`src/rtl/ritc_phase_scan_controller.sv`:
```
// ritc_phase_scan_controller: steps MMCM fine phase, counts ones on one selected RITC bit per step, streams (step, count); define SCAN_AUTO_RETURN_EN to unwind the phase after the scan
module ritc_phase_scan_controller #(
  parameter int NSTEPS    = 448,
  parameter int STEP_BITS = 9,
  parameter int NSAMPLES  = 256,
  parameter int CNT_BITS  = 9,
  parameter int SETTLE    = 8,
  parameter int TIMEOUT   = 1023
) (
  input  logic                 user_clk_i,
  input  logic                 user_rst_i,
  input  logic                 start_i,
  input  logic [5:0]           sel_i,
  input  logic [2:0]           clk_q_i,
  input  logic [11:0]          ch0_q_i,
  input  logic [11:0]          ch1_q_i,
  input  logic [11:0]          ch2_q_i,
  input  logic                 vcdl_q_i,
  output logic                 user_scan_o,
  output logic                 ps_en_o,
  output logic                 ps_incdec_o,
  input  logic                 ps_done_i,
  output logic                 res_valid_o,
  input  logic                 res_ready_i,
  output logic [STEP_BITS-1:0] res_step_o,
  output logic [CNT_BITS-1:0]  res_count_o,
  output logic                 busy_o,
  output logic                 done_o,
  output logic                 err_o
);
  localparam int CW = $clog2(TIMEOUT + NSAMPLES + SETTLE + 1);
  typedef enum logic [3:0] {
    S_IDLE, S_SETTLE, S_SAMPLE, S_REPORT, S_SHIFT, S_WAIT, S_DONE, S_ERR
`ifdef SCAN_AUTO_RETURN_EN
    , S_RET_SHIFT, S_RET_WAIT
`endif
  } state_t;
  state_t state, state_nx;
  logic [CW-1:0] cyc;
  logic [STEP_BITS-1:0] step;
  logic [CNT_BITS-1:0] cnt;
  logic [5:0] sel;
  logic err, launch, tmo, last;
  logic [63:0] bits;
  assign bits = {24'd0, vcdl_q_i, ch2_q_i, ch1_q_i, ch0_q_i, clk_q_i};
  assign tmo = cyc == CW'(TIMEOUT - 1);
  assign last = step == STEP_BITS'(NSTEPS - 1);
  assign res_step_o = step;
  assign res_count_o = cnt;
  assign err_o = err;
  // Next state and Moore-style control outputs
  always_comb begin
    state_nx = state;
    launch = 1'b0;
    user_scan_o = 1'b0;
    ps_en_o = 1'b0;
    ps_incdec_o = 1'b0;
    res_valid_o = 1'b0;
    done_o = 1'b0;
    busy_o = 1'b1;
    case (state)
      S_IDLE, S_ERR: begin
        busy_o = 1'b0;
        launch = start_i;
        state_nx = start_i ? S_SETTLE : state;
      end
      S_SETTLE: state_nx = cyc == CW'(SETTLE - 1) ? S_SAMPLE : state;
      S_SAMPLE: begin
        user_scan_o = cyc == '0;
        state_nx = cyc == CW'(NSAMPLES - 1) ? S_REPORT : state;
      end
      S_REPORT: begin
        res_valid_o = 1'b1;
`ifdef SCAN_AUTO_RETURN_EN
        if (res_ready_i) state_nx = !last ? S_SHIFT : step == '0 ? S_DONE : S_RET_SHIFT;
`else
        if (res_ready_i) state_nx = last ? S_DONE : S_SHIFT;
`endif
      end
      S_SHIFT: begin
        ps_en_o = 1'b1;
        ps_incdec_o = 1'b1;
        state_nx = S_WAIT;
      end
      S_WAIT: state_nx = ps_done_i ? S_SETTLE : tmo ? S_ERR : state;
`ifdef SCAN_AUTO_RETURN_EN
      S_RET_SHIFT: begin
        ps_en_o = 1'b1;
        state_nx = S_RET_WAIT;
      end
      S_RET_WAIT: state_nx = ps_done_i ? (step == '0 ? S_DONE : S_RET_SHIFT) : tmo ? S_ERR : state;
`endif
      S_DONE: begin
        busy_o = 1'b0;
        done_o = 1'b1;
        state_nx = S_IDLE;
      end
      default: state_nx = S_IDLE;
    endcase
  end
  // State register
  always_ff @(posedge user_clk_i or posedge user_rst_i) begin
    if (user_rst_i) state <= S_IDLE;
    else state <= state_nx;
  end
  // Cycle counter restarts on every state change; step tracks the applied phase offset
  always_ff @(posedge user_clk_i or posedge user_rst_i) begin
    if (user_rst_i) begin
      cyc <= '0;
      step <= '0;
      cnt <= '0;
      sel <= '0;
      err <= 1'b0;
    end else begin
      cyc <= state_nx != state ? '0 : cyc + CW'(1);
      if (launch) begin
        sel <= sel_i;
        step <= '0;
      end else if (ps_en_o) step <= ps_incdec_o ? step + STEP_BITS'(1) : step - STEP_BITS'(1);
      if (state == S_SETTLE && state_nx == S_SAMPLE) cnt <= '0;
      else if (state == S_SAMPLE) cnt <= cnt + CNT_BITS'(bits[sel]);
      err <= launch ? 1'b0 : (state_nx == S_ERR && state != S_ERR) ? 1'b1 : err;
    end
  end
endmodule
```
`config.mk`:
```
export PLATFORM = sky130hd
export DESIGN_NAME = ritc_phase_scan_controller
export DESIGN_NICKNAME = d
export VERILOG_FILES = /design/src/rtl/ritc_phase_scan_controller.sv
export SDC_FILE = /design/constraint.sdc
export NUM_CORES = 1
export LEC_CHECK = 0
export CORE_AREA = 10 10 93 87
export DETAILED_ROUTE_END_ITERATION = 6
export DIE_AREA = 0 0 103 97
export MAX_ROUTING_LAYER = met4
export PLACE_DENSITY = 0.75
export SETUP_SLACK_MARGIN = 0.15
export SYNTH_ARGS = -nofsm -noshare
export SYNTH_HDL_FRONTEND = slang
export SYNTH_SLANG_ARGS = --single-unit
export TNS_END_PERCENT = 20
```
`constraint.sdc`:
```
create_clock -name user_clk_i -period 2.3 [get_ports user_clk_i]
set_clock_uncertainty 0.15 [all_clocks]
set_input_delay 0.23 -clock user_clk_i [delete_from_list [all_inputs] [get_ports user_clk_i]]
set_output_delay 0.23 -clock user_clk_i [all_outputs]
set_load 0.01 [all_outputs]
```
==> results.sh <==
export IMPL_status="finished with violations"
export IMPL_violations="negative setup slack"
export IMPL_ys_top_cells_by_area="dfrtp_1, mux4_2, mux2i_1, xor2_1, nor2_1"
export IMPL_io_pins=76
export IMPL_grt_overflow_total=0
export IMPL_clk_latency_ns=0.29
export IMPL_start_kind="flop"
export IMPL_cp_data_required_time_ns=2.33
export IMPL_dp_cells=414
export IMPL_drive_gt1_share_pct=19.3
export IMPL_vias=2281
export IMPL_antenna_found_initial=0
export IMPL_clk_pin_slew_ns=0.08
export IMPL_crit_type="reg2reg"
export IMPL_fin_util_pct=61.1
export IMPL_yosysWarnings=0
export IMPL_rsz0062_at_grt="yes"
export IMPL_worst_path_most_repeated_cell="buf_4"
export IMPL_synth_main_ff_cell="dfrtp_1"
export IMPL_finalCritPeriodShare_pct=109
export IMPL_first_pass_iters=4
export IMPL_die_x_um=103
export IMPL_start_util_pct=42.4
export IMPL_min_period_ns=2.51
export IMPL_rows=27
export IMPL_p_total_mw=1.76
export IMPL_htreeDepth=2
export IMPL_core_area_sq_um=6080
export IMPL_dieArea_sq_um=9990
export IMPL_yosysTopAreaCellShare_pct=38.8
export IMPL_drt_first_iter_violations=68
export IMPL_fin_ws_ns=-0.214
export IMPL_path_cells="buf_4, buf_4, nor2b_4, nand2_1, nand4b_1, o22ai_1, o31a_1, ha_4, buf_4, nand3_2, nor3_2, xnor2_1, nor2_1"
export IMPL_antenna_left=0
export IMPL_fin_cells=424
export IMPL_yosysTopAreaCell="dfrtp_1"
export IMPL_fillers=540
export IMPL_synth_distinct_cells=53
export IMPL_crit_path_end_kind="flop"
export IMPL_slowest_delay_ns=0.49
export IMPL_numCtsBuffers=5
export IMPL_total_leakage_power_nw=1.55
export IMPL_tightest_slew_ns=0.560
export IMPL_cts_tree="yes"
export IMPL_synthCells=260
export IMPL_fmax_ghz=0.398
export IMPL_postSynthAreaPerCell_sq_um=9.91
export IMPL_fin_area_sq_um=3710
export IMPL_cp_arrival_ns=2.55
export IMPL_dp_hpwl_um=5350
export IMPL_cp_max_fo=6
export IMPL_clock_path_buffers=2
export IMPL_reg2reg_from="sel[0]"
export IMPL_clock_root_buffer="clkbuf_8"
export IMPL_worstSetupStartpoint="sel[0]"
export IMPL_drc_errors=0
export IMPL_drt_wl_total_um=7010
export IMPL_async_reset_ff_share_pct=100
export IMPL_grt_pass1_vias=2252
export IMPL_p_per_area_nw_per_um2=473
export IMPL_die_h_um=97
export IMPL_cap_violations=0
export IMPL_synth_edf_count=0
export IMPL_antennaDiodeCount=0
export IMPL_syn2layout_area_growth_pct=44.1
export IMPL_place_congestion=0.833
export IMPL_track_usage_pct=13.7
export IMPL_peakVddDrop_v=0.000258
export IMPL_nNetsFinal=408
export IMPL_placed_area_sq_um=3540
export IMPL_hp_class="in2async"
export IMPL_path_delay_family="flip-flops"
export IMPL_netlist_top_cells_count="dfrtp_1, nor2_1, nand2_1"
export IMPL_grt_pass1_wl_um=10800
export IMPL_relSlewSlack_pct=62.2
export IMPL_cpMaxStageDelayCell="dfrtp_2"
export IMPL_crit_buf_inv=3
export IMPL_synth_nets=317
export IMPL_yosysMostFrequentCell="dfrtp_1"
export IMPL_ys_ff_latch=40
export IMPL_setup_violations_final=9
export IMPL_via_per_inst=5.38
export IMPL_wl_per_cell_um=16.5
export IMPL_grt_start_max_net_pins=41
export IMPL_synth_seq_area_share_pct=38.8
export IMPL_clkSinkCount=40
export IMPL_pre_cts_ws_ns=-0.323
export IMPL_slew_violations=0
export IMPL_synthesis_area_sq_um=2580
export IMPL_hold_violations=0
export IMPL_port_buffers=75
-- routing by layer --
metal  up-vias  track usage, %  part of all wire [%]
li1       1110               -                     -
met4         0            4.46                   1.2
met5         -               -                     0
met3         7            3.19                   6.7
met2        61            21.3                    47
met1      1103            16.9                    45
-- kinds of logic (layout without fill, tap and decap cells) --
family	count (synthesis)	after routing	share of synthesized area, %
and+or+nand+nor	116	116	26.7
DFF	40	40	38.8
AOI/OAI and AO/OA	29	29	7.77
muxes	24	24	12.5
buffers and inverters	23	115	4.03
xor gates and xnor gates	21	21	7.14
adders and majority gates	6	6	2.91
other	1	1	0.145
-- power by group --
group	leakage [nW]	internal, mW	switching [mW]
combinational	0.968	0.287	0.187
clock	0.0510	0.239	0.247
sequential	0.536	0.737	0.0604
-- layout make-up --
class	instances	area [sq um]	share of cell area (%)
repair buffers	98	926	24.9
multi-input cells	197	1570	42.1
well taps	72	90.1	2.43
inverters	9	33.8	0.910
clock inverters	2	10.0	0.270
flip-flops and latches	40	1010	27.1
clock buffers	6	82.6	2.22
-- worst paths after layout --
kind                            slack (ns)  depth (start not counted)        endpoint
max in group asynchronous             1.41                          3        state[1]
worst max-delay path                 -0.21                         13  res_count_o[7]
worst max register to register       -0.21                         13  res_count_o[7]
worst min-delay path                  0.21                          3   res_step_o[7]
min in group user_clk_i               0.35                          3          sel[2]
worst min register to register        0.39                          2           err_o
-- cell usage in the layout (no fill, tap or decap), types with 4 or more instances in the layout --
cell              n
clkdlybuf4s50_1  70
dfrtp_1          36
nor2_1           23
buf_4            22
nand2_1          18
xor2_1           13
mux2i_1          13
and2_1           12
nand3_1          10
inv_1             9
nand4_1           8
xnor2_1           8
o21ai_0           7
mux4_2            6
clkbuf_8          6
nand2b_1          5
mux2_2            5
a21oi_1           5
nor3_2            4
ha_1              4
dlygate4sd2_1     4
dfrtp_2           4
-- sequential cells by signal, summed over array words and instances, names as in the netlist --
signal,cells
cyc,11
res_count_o,9
res_step_o,9
sel,6
state,4
err_o,1
-- worst register-to-register path, stage by stage, from the launching register on --
cell	delay (ns)
dfrtp_2	0.49
buf_4	0.18
buf_4	0.16
nor2b_4	0.14
nand2_1	0.07
nand4b_1	0.09
o22ai_1	0.09
o31a_1	0.33
ha_4	0.20
buf_4	0.14
nand3_2	0.07
nor3_2	0.04
xnor2_1	0.20
nor2_1	0.06
-- metrics by stage --
step	TNS, ns	hold slack [ns]
2_1_floorplan	-0.237	0.197
3_3_place_gp	-1.61	0.336
3_5_place_dp	-1.89	0.345
4_1_cts	-1.26	0.233
5_1_grt	-2.34	0.271
6_report	-1.22	0.213
-- repair_timing --
action                     CTS  global route
pin swaps                    0             5
gates resized for setup     12            12
setup endpoints to repair   15            24
setup buffers                1             1
hold buffers                 0             0
(Power assumes the default switching activity.)
==> RTL change (config.mk and constraints unchanged) <==
Register the output `res_count_o` once more, cleared by the reset; this adds one clock of latency there. The other outputs are not delayed to match.
--- a/src/rtl/ritc_phase_scan_controller.sv
+++ b/src/rtl/ritc_phase_scan_controller.sv
@@ -48,3 +48,9 @@
   assign res_step_o = step;
-  assign res_count_o = cnt;
+  always_ff @(posedge user_clk_i or posedge user_rst_i) begin
+    if (user_rst_i) begin
+      res_count_o <= '0;
+    end else begin
+      res_count_o <= cnt;
+    end
+  end
   assign err_o = err;
Formal check against the unedited RTL: same outputs for any inputs over 10 cycles, from zero or initial values and one cycle with user_rst_i high; that may be too few to reach the edited logic, so the function may still have changed.
==> RTL change against the unedited design <==
The run still ends with setup timing left; maximum frequency shrank 8.7%; synthesized cell count grew 1.9%; non-clock buffer count grew 22; die area is the same; final area grew 15%; combinational power grew 51%; sequential cell count grew 9; sequential power grew 22%; sequential share of layout area grew 1.7 points; setup slack lost 0.24 ns; area after synthesis grew 10%; total power grew 31%; largest power group unchanged; routed wire length grew 10%.
==> RTL change: results (changes against the unedited design) <==
Synth
  • Synth Area per Inst: 10.7 µm² (was 9.91 µm²)
  • Synth Area in Compound Gates: 0.105 (was 0.0777)
  • Post-Syn Area: 2840 µm² (was 2580 µm²)
  • Netlist cell types: 51 (was 53)
  • Post-synthesis mux area share: 0.128 (was 0.125)
  • Sequential share of the synthesized area: 0.431 (was 0.388)
  • Synth top area cells: dfrtp_1, mux4_2, xnor2_1, nor2_1, ha_1 (was dfrtp_1, mux4_2, mux2i_1, xor2_1, nor2_1)
  • Commonest cells post-synth: dfrtp_1, nor2_1, nand2_1 (unchanged)
  • Syn_nets: 322 (was 317)
  • Post-synthesis adder-cell area fraction: 0.0264 (was 0.0291)

GRT
  • First-pass GRT wire length: 12.5 mm (was 10.8 mm)
  • Total GRT Usage: 0.157 (was 0.137)
  • Met2 usage: 0.268 (was 0.213)
  • Vias in the first global route: 2541 (was 2252)
  • GR Util met1: 0.189 (was 0.169)

Layout
  • Fraction of area in registers: 0.288 (was 0.271)
  • Clkbuf count: 5 (was 6)
  • Cell Count, Final, Fillers Out: 449 (was 424)
  • Layout cells sized above 1: 0.271 (was 0.193)
  • Multi-input combinational area share: 0.384 (was 0.421)
  • Fillers: 448 (was 540)
  • Nets: 433 (was 408)
  • Layout Cell Area excl Fill: 4270 µm² (was 3710 µm²)

Pwr
  • Combinational Power Share: 0.310 (was 0.270)
  • Comb. pwr: 0.715 mW (was 0.474 mW)
  • LEAKAGE: 1.79 nW (was 1.55 nW)
  • P_int: 1.67 mW (was 1.26 mW)
  • Max VDD drop: 0.000338 V (was 0.000258 V)
  • Seq pwr share: 0.423 (was 0.454)

Timing
  • Setup ws final: -0.453 ns (was -0.214 ns)
  • Setup violators final: 18 (was 9)
  • Slew Limit Headroom: 0.594 (was 0.622)

Setup path
  • Arrival time at the worst endpoint: 2.80 ns (was 2.55 ns)
  • Critical path's slowest cell: or4_1 (was dfrtp_2)
  • Max FO, Critical Path: 5 (was 6)

Placement
  • Final Wtd Congestion: 0.824 (was 0.833)
  • Placed cell count: 440 (was 414)

Detailed routing
  • Via density per instance: 5.57 (was 5.38)
  • Met3 wire length: 350 µm (was 472 µm)
  • Detail Route met2 WL: 4.13 mm (was 3.27 mm)
  • Drt wl/cell: 17.2 µm (was 16.5 µm)
  • DRT iter0 DRCs: 142 (was 68)

Outcome
  • Outcome: finished, violations left (unchanged)
  • Failing checks: setup timing (unchanged)

CTS
  • Clk sink count: 49 (was 40)
## RTL change: changes by cell type in the layout (fill, tap and decap cells not counted), sizes merged, moves of 5 or more
cell,delta
xor2,-6
mux2i,-6
nor4,+5
and2,-11
buf,+23
dfrtp,+9
a211oi,+7
## RTL change: critical path: cells and delay by family, from the launching register on
| kind | cells | cell delay [ns] |
|---|---|---|
| xor+xnor | 1 | 0.14 |
| fa+ha+maj | 2 | 0.37 |
| buf+inv | 1 | 0.14 |
| flops | 1 | 0.43 |
| mux | 2 | 0.62 |
| simple gates | 5 | 0.78 |
## RTL change: final timing paths
kind / start / cells after the start / slack (ns) / end
worst max-delay path: sel[0] / 11 / -0.45 / cnt[6]
worst min-delay path: user_rst_i / 3 / 0.25 / cnt[3]
worst max register to register: sel[0] / 11 / -0.45 / cnt[6]
worst min register to register: cnt[8] / 0 / 0.27 / res_count_o[8]
max in group asynchronous: user_rst_i / 3 / 1.30 / sel[0]
min in group user_clk_i: cnt[8] / 0 / 0.27 / res_count_o[8]
